### src/rtl/ieee754_settle_capture.sv
// ieee754_settle_capture
//   Samples an IEEE-754 single on each rising edge of a slow strobe and declares it settled
//   after SETTLE_COUNT consecutive equal samples. The settled value is then converted to
//   signed Q16.16 by a bit-serial shifter, and the result is presented with a one-cycle pulse.
//
//   Optional feature: define IEEE754_ROUND_EN to round right shifts half away from zero
//   (magnitude += last bit shifted out). Without it, right shifts truncate toward zero.
//
// Ports
//   clk        : single clock, rising edge
//   reset_n    : synchronous active-low reset
//   clk_100k   : sample strobe, treated as data (rising edge detected here)
//   float_in   : IEEE-754 single-precision input
//   stable_cnt : current equal-run count, saturates at SETTLE_COUNT
//   settled    : equal run has reached SETTLE_COUNT
//   fix_out    : signed Q16.16 result, held between pulses
//   fix_valid  : one-cycle pulse when fix_out updates
//   ovf        : last conversion saturated
//   nan        : last converted input was NaN
module ieee754_settle_capture #(
  parameter int unsigned SETTLE_COUNT = 20,
  parameter int unsigned CNT_W        = 10
) (
  input  logic             clk,
  input  logic             reset_n,
  input  logic             clk_100k,
  input  logic [31:0]      float_in,
  output logic [CNT_W-1:0] stable_cnt,
  output logic             settled,
  output logic [31:0]      fix_out,
  output logic             fix_valid,
  output logic             ovf,
  output logic             nan
);

  localparam logic [CNT_W-1:0] SettleCnt = CNT_W'(SETTLE_COUNT);

  typedef enum logic [1:0] {StIdle, StLoad, StShift, StFix} state_e;

  state_e           state_q;
  logic             clk_100k_q;
  logic [31:0]      last_q;
  logic [CNT_W-1:0] cnt_q, cnt_d;
  logic             settled_q, settled_d;
  logic             sign_q, sat_q, nanf_q, left_q;
  logic [31:0]      mag_q;
  logic [4:0]       sh_cnt_q;
`ifdef IEEE754_ROUND_EN
  logic             guard_q;
`endif

  logic tick, mismatch, abort, launch;

  assign tick     = clk_100k & ~clk_100k_q;
  assign mismatch = (float_in != last_q);
  assign abort    = tick & mismatch;

  // Stability counter next state
  always_comb begin
    cnt_d     = cnt_q;
    settled_d = settled_q;
    if (tick) begin
      if (mismatch) begin
        cnt_d     = '0;
        settled_d = 1'b0;
      end else begin
        if (cnt_q != SettleCnt) cnt_d = cnt_q + 1'b1;
        settled_d = settled_q | (cnt_d == SettleCnt);
      end
    end
  end

  // Only the rising edge of settled starts a conversion
  assign launch = settled_d & ~settled_q;

  // Classification of the settled value (read in StLoad from last_q)
  logic [7:0]  exp_w;
  logic [22:0] man_w;
  logic        cls_nan, cls_sat, cls_zero, cls_left;
  logic [4:0]  cls_n;

  always_comb begin
    exp_w    = last_q[30:23];
    man_w    = last_q[22:0];
    cls_nan  = (exp_w == 8'd255) && (man_w != '0);
    cls_sat  = !cls_nan && (exp_w >= 8'd142);
    cls_zero = (exp_w < 8'd110);
    cls_left = (exp_w > 8'd134);
    // Q16.16 weight of the mantissa LSB is 2^(e-134)
    cls_n    = cls_left ? 5'(exp_w - 8'd134) : 5'(8'd134 - exp_w);
  end

  // Final rounding, saturation and negation
  logic [32:0] rmag;
  logic        fix_sat;
  logic [31:0] fix_res;

  always_comb begin
`ifdef IEEE754_ROUND_EN
    rmag = {1'b0, mag_q} + {32'b0, guard_q};
`else
    rmag = {1'b0, mag_q};
`endif
    fix_sat = sat_q | (rmag > 33'h0_7FFF_FFFF);
    if (nanf_q)       fix_res = '0;
    else if (fix_sat) fix_res = sign_q ? 32'h8000_0000 : 32'h7FFF_FFFF;
    else if (sign_q)  fix_res = 32'd0 - rmag[31:0];
    else              fix_res = rmag[31:0];
  end

  always_ff @(posedge clk) begin
    if (!reset_n) begin
      state_q    <= StIdle;
      clk_100k_q <= 1'b0;
      last_q     <= '0;
      cnt_q      <= '0;
      settled_q  <= 1'b0;
      sign_q     <= 1'b0;
      sat_q      <= 1'b0;
      nanf_q     <= 1'b0;
      left_q     <= 1'b0;
      mag_q      <= '0;
      sh_cnt_q   <= '0;
`ifdef IEEE754_ROUND_EN
      guard_q    <= 1'b0;
`endif
      fix_out    <= '0;
      fix_valid  <= 1'b0;
      ovf        <= 1'b0;
      nan        <= 1'b0;
    end else begin
      clk_100k_q <= clk_100k;
      if (tick) last_q <= float_in;
      cnt_q     <= cnt_d;
      settled_q <= settled_d;
      fix_valid <= 1'b0;

      if (abort) begin
        state_q <= StIdle;
      end else begin
        unique case (state_q)
          StIdle: if (launch) state_q <= StLoad;
          StLoad: begin
            sign_q   <= last_q[31];
            nanf_q   <= cls_nan;
            sat_q    <= cls_sat;
            left_q   <= cls_left;
            sh_cnt_q <= cls_n;
`ifdef IEEE754_ROUND_EN
            guard_q  <= 1'b0;
`endif
            if (cls_nan || cls_sat || cls_zero) begin
              mag_q   <= '0;
              state_q <= StFix;
            end else begin
              mag_q   <= {8'b0, 1'b1, man_w};
              state_q <= (cls_n == '0) ? StFix : StShift;
            end
          end
          StShift: begin
            if (left_q) begin
              mag_q <= {mag_q[30:0], 1'b0};
            end else begin
              mag_q <= {1'b0, mag_q[31:1]};
`ifdef IEEE754_ROUND_EN
              guard_q <= mag_q[0];
`endif
            end
            sh_cnt_q <= sh_cnt_q - 1'b1;
            if (sh_cnt_q == 5'd1) state_q <= StFix;
          end
          StFix: begin
            fix_out   <= fix_res;
            ovf       <= ~nanf_q & fix_sat;
            nan       <= nanf_q;
            fix_valid <= 1'b1;
            state_q   <= StIdle;
          end
          default: state_q <= StIdle;
        endcase
      end
    end
  end

  assign stable_cnt = cnt_q;
  assign settled    = settled_q;

endmodule

### config.mk
export PLATFORM = sky130hd
export DESIGN_NAME = ieee754_settle_capture
export DESIGN_NICKNAME = d
export VERILOG_FILES = /design/src/rtl/ieee754_settle_capture.sv
export SDC_FILE = /design/constraint.sdc
export NUM_CORES = 1
export LEC_CHECK = 0
export ABC_CLOCK_PERIOD_IN_PS = 6700
export BUFFER_PORTS_ARGS = -buffer_cell sky130_fd_sc_hd__clkbuf_2
export CAP_MARGIN = 30
export CORE_UTILIZATION = 25
export CTS_CLUSTER_DIAMETER = 60
export DETAILED_ROUTE_END_ITERATION = 10
export GPL_ROUTABILITY_DRIVEN = 0
export SETUP_SLACK_MARGIN = 0.1
export SYNTH_ARGS = -nofsm -noshare
export SYNTH_HDL_FRONTEND = slang
export SYNTH_SLANG_ARGS = --single-unit
### constraint.sdc
create_clock -name clk -period 6.7 [get_ports clk]
set_clock_uncertainty 0.15 [all_clocks]
set_input_delay 0.335 -clock clk [delete_from_list [all_inputs] [get_ports clk]]
set_output_delay 0.335 -clock clk [all_outputs]
set_load 0.01 [all_outputs]
==> results.ini <==
[run_status]
status=finished, final reports clean

[timing]
worstMarginPinSlew_ns=0.999
finalMaxSlewViolations=0
fmax_mhz=338
period_minus_slack_ns=2.96
setup-tns-final_ns=0
fin_crit_sh=0.442
finalSetupViolCount=0
hold_viol=0
rsz0062_at_grt=false
holdWs_ns=0.0105
relSlewSlack=0.334
fin_ws_ns=3.74

[drt]
finalWirelength_um=20000
via_per_inst=4.97
detail_route.first_pass.iterations=5
drtAntennaViolNets=0
drtIter0Drc=730
avgRoutedWirePerCell_um=15.3
drc_errors=0
wl_met3_um=1270
highest_layer=met4
met2_length_um=8030
wl_met1_um=10500
via_count=6500

[floorplanning]
start_util=0.257
die-area_um2=28500
io_pins=81
core_area_um2=27100
dieWidth_um=169
die_h_um=169
fp-row-count=60

[global_route]
grt_pass1_wl_um=32300
grt_max_degree=81
grt_pass1_vias=5882
track_usage=0.142
overflow=0
antenna_found_initial=0

[setup_path]
criticalPathCategory=reg2reg
timing.rr.start=last_q[21]
critPathLaunchType=register
startpoint=last_q[21]
cp_max_fo=20
end_kind=register
critPathRequiredTime_ns=6.88
arrival_ns=3.14

[hold_path]
hold_start=float_in[29]
worstHoldPathType=in2reg

[place]
dp_hpwl_um=13900
post-place-ws_ns=3.78
dpl.cell_count=1275
port-buffer-count=80

[yosys]
synthArstFlopShare=0
postSynthCellCount=882
synth_cell_type_count=65
syn_avg_cell_area_um2=7.89
synth_flop_cell=dfxtp_1
synth.net_count=932
netlist_area_um2=6960
synth_edf_count=0
ys_ff_latch=122
synth_seq_area_share=0.351
yosysWarnings=0

[flow_run]
cap_violations=0

[clock_tree]
clk_pin_slew_ns=0.06
insertion_delay_ns=0.41
cts_root_buffer=clkbuf_16
numClockSinks=122
numCtsBuffers=17
clk_path_buf_depth=2
cts.htree.levels=4
post_cts_buffers=0
cts_tree=yes

[power_and_ir_drop]
ir_drop_v=0.000137
power_leakage_nw=3.17
power_density_nw_per_um2=223

[cells_and_area]
final_util=0.307
nFillCells=2871
diodes=0
fin_nets=973
final_cells=1308
syn_to_final_growth_pct=19.7
drive_gt1_frac=0.182

-- path summary, 6_finish.rpt --
| path | slack (ns) | cells after the start | end |
|---|---|---|---|
| hold / removal | 0.01 | 3 | last_q[29] |
| setup / recovery | 3.74 | 8 | fix_out[22] |
| setup reg to reg | 3.74 | 8 | fix_out[22] |
| hold reg to reg | 0.30 | 2 | nan |
-- cell usage after synthesis (2+ instances only) --
master / number / area (um^2)
mux2i_1: 9 / 90.1
nor3_1: 10 / 50.1
a31oi_1: 7 / 43.8
o2111ai_1: 4 / 35.0
o21ai_1: 3 / 15.0
o22ai_1: 7 / 43.8
xor2_1: 40 / 350
nand4_1: 7 / 43.8
or4_4: 3 / 33.8
and2_1: 9 / 56.3
a22oi_1: 23 / 173
o21ai_0: 29 / 145
nor4_4: 2 / 42.5
or3_1: 9 / 56.3
nor2_1: 65 / 244
nor3b_1: 2 / 15.0
nand3_1: 40 / 200
clkbuf_1: 55 / 206
or4_1: 6 / 45.0
a311oi_1: 2 / 17.5
xnor2_1: 12 / 105
dfxtp_1: 122 / 2440
or2_2: 3 / 18.8
o211ai_1: 8 / 60.1
nand2_1: 135 / 507
a21oi_1: 87 / 435
inv_1: 20 / 75.1
o41ai_1: 5 / 43.8
nor2b_1: 7 / 43.8
mux2_2: 30 / 338
buf_1: 3 / 11.3
o31ai_1: 5 / 37.5
a211oi_1: 27 / 203
nor4_1: 13 / 81.3
o21a_1: 4 / 30.0
and3_1: 4 / 25.0
o22a_1: 4 / 35.0
a32o_1: 6 / 60.1
buf_2: 10 / 50.1
nand2b_1: 5 / 31.3
buf_6: 2 / 22.5
ha_1: 15 / 188
-- state kept, by name, summed over array words and instances, names as in the netlist, 2 cells and up --
| signal | count |
|---|---|
| stable_cnt | 10 |
| state_q | 2 |
| mag_q | 32 |
| sh_cnt_q | 5 |
| last_q | 32 |
| fix_out | 32 |
-- logic make-up (layout without fill, tap and decap cells) --
| group | count (synthesis) | count (layout) | share of synthesized area |
|---|---|---|---|
| buf+inv | 92 | 146 | 0.0535 |
| flops | 122 | 122 | 0.351 |
| mux | 39 | 39 | 0.0615 |
| simple gates | 329 | 329 | 0.228 |
| fa+ha+maj | 15 | 15 | 0.0270 |
| xor+xnor | 52 | 52 | 0.0654 |
| compound gates | 233 | 233 | 0.214 |
-- stage by stage --
stage	area (um^2)	power [mW]
after floorplan	6960	0.825
after global placement	7600	0.864
after detailed placement	7680	0.868
after CTS	8330	1.87
after global routing	8330	1.92
final	8330	1.86
-- final cells by class --
cell class                      instances  area, um^2  share of cell area
Inverter                               22        82.6             0.00991
Multi-Input combinational cell        668        4150               0.498
Tap cell                              372         465              0.0559
Timing Repair Buffer                   92         546              0.0655
Sequential cell                       122        2440               0.293
Clock buffer                           19         453              0.0544
Clock inverter                         13         193              0.0231
-- power by group --
part	switching, mW	internal (mW)
combinational	0.0600	0.0372
sequential	0.0197	0.737
clock	0.358	0.646
total	0.437	1.42
-- critical path, cell delays in order, from the launching register on --
cell and delay (ns):
dfxtp_1 0.37, xor2_1 0.18, nor4_1 0.40, nand4_1 0.21, o21ai_1 0.18, buf_4 0.19, and2_1 0.60, nand2_1 0.31
o31ai_1 0.28
-- timing repair --
action	in CTS	in global routing
resized for setup	0	0
hold buffers	1	0
hold endpoints to repair	1	0
setup endpoints to repair	0	0
-- cells in the final DEF, fill, tap and decap left out, types with 9 or more instances in the layout --
master / n
mux2i_1: 9
a21oi_1: 87
nor4_1: 13
dfxtp_1: 122
clkbuf_16: 17
xnor2_1: 12
nand3_1: 40
a22oi_1: 23
ha_1: 15
a211oi_1: 27
inv_1: 20
mux2_2: 30
clkbuf_2: 80
nand2_1: 135
nor2_1: 65
or3_1: 9
o21ai_0: 29
xor2_1: 40
nor3_1: 10
-- layer usage --
layer,track usage,vias to the layer above
met4,0.0340,0
met1,0.222,3034
li1,-,3239
met3,0.0267,19
met5,0,-
met2,0.195,208
(Power assumes the default switching activity.)
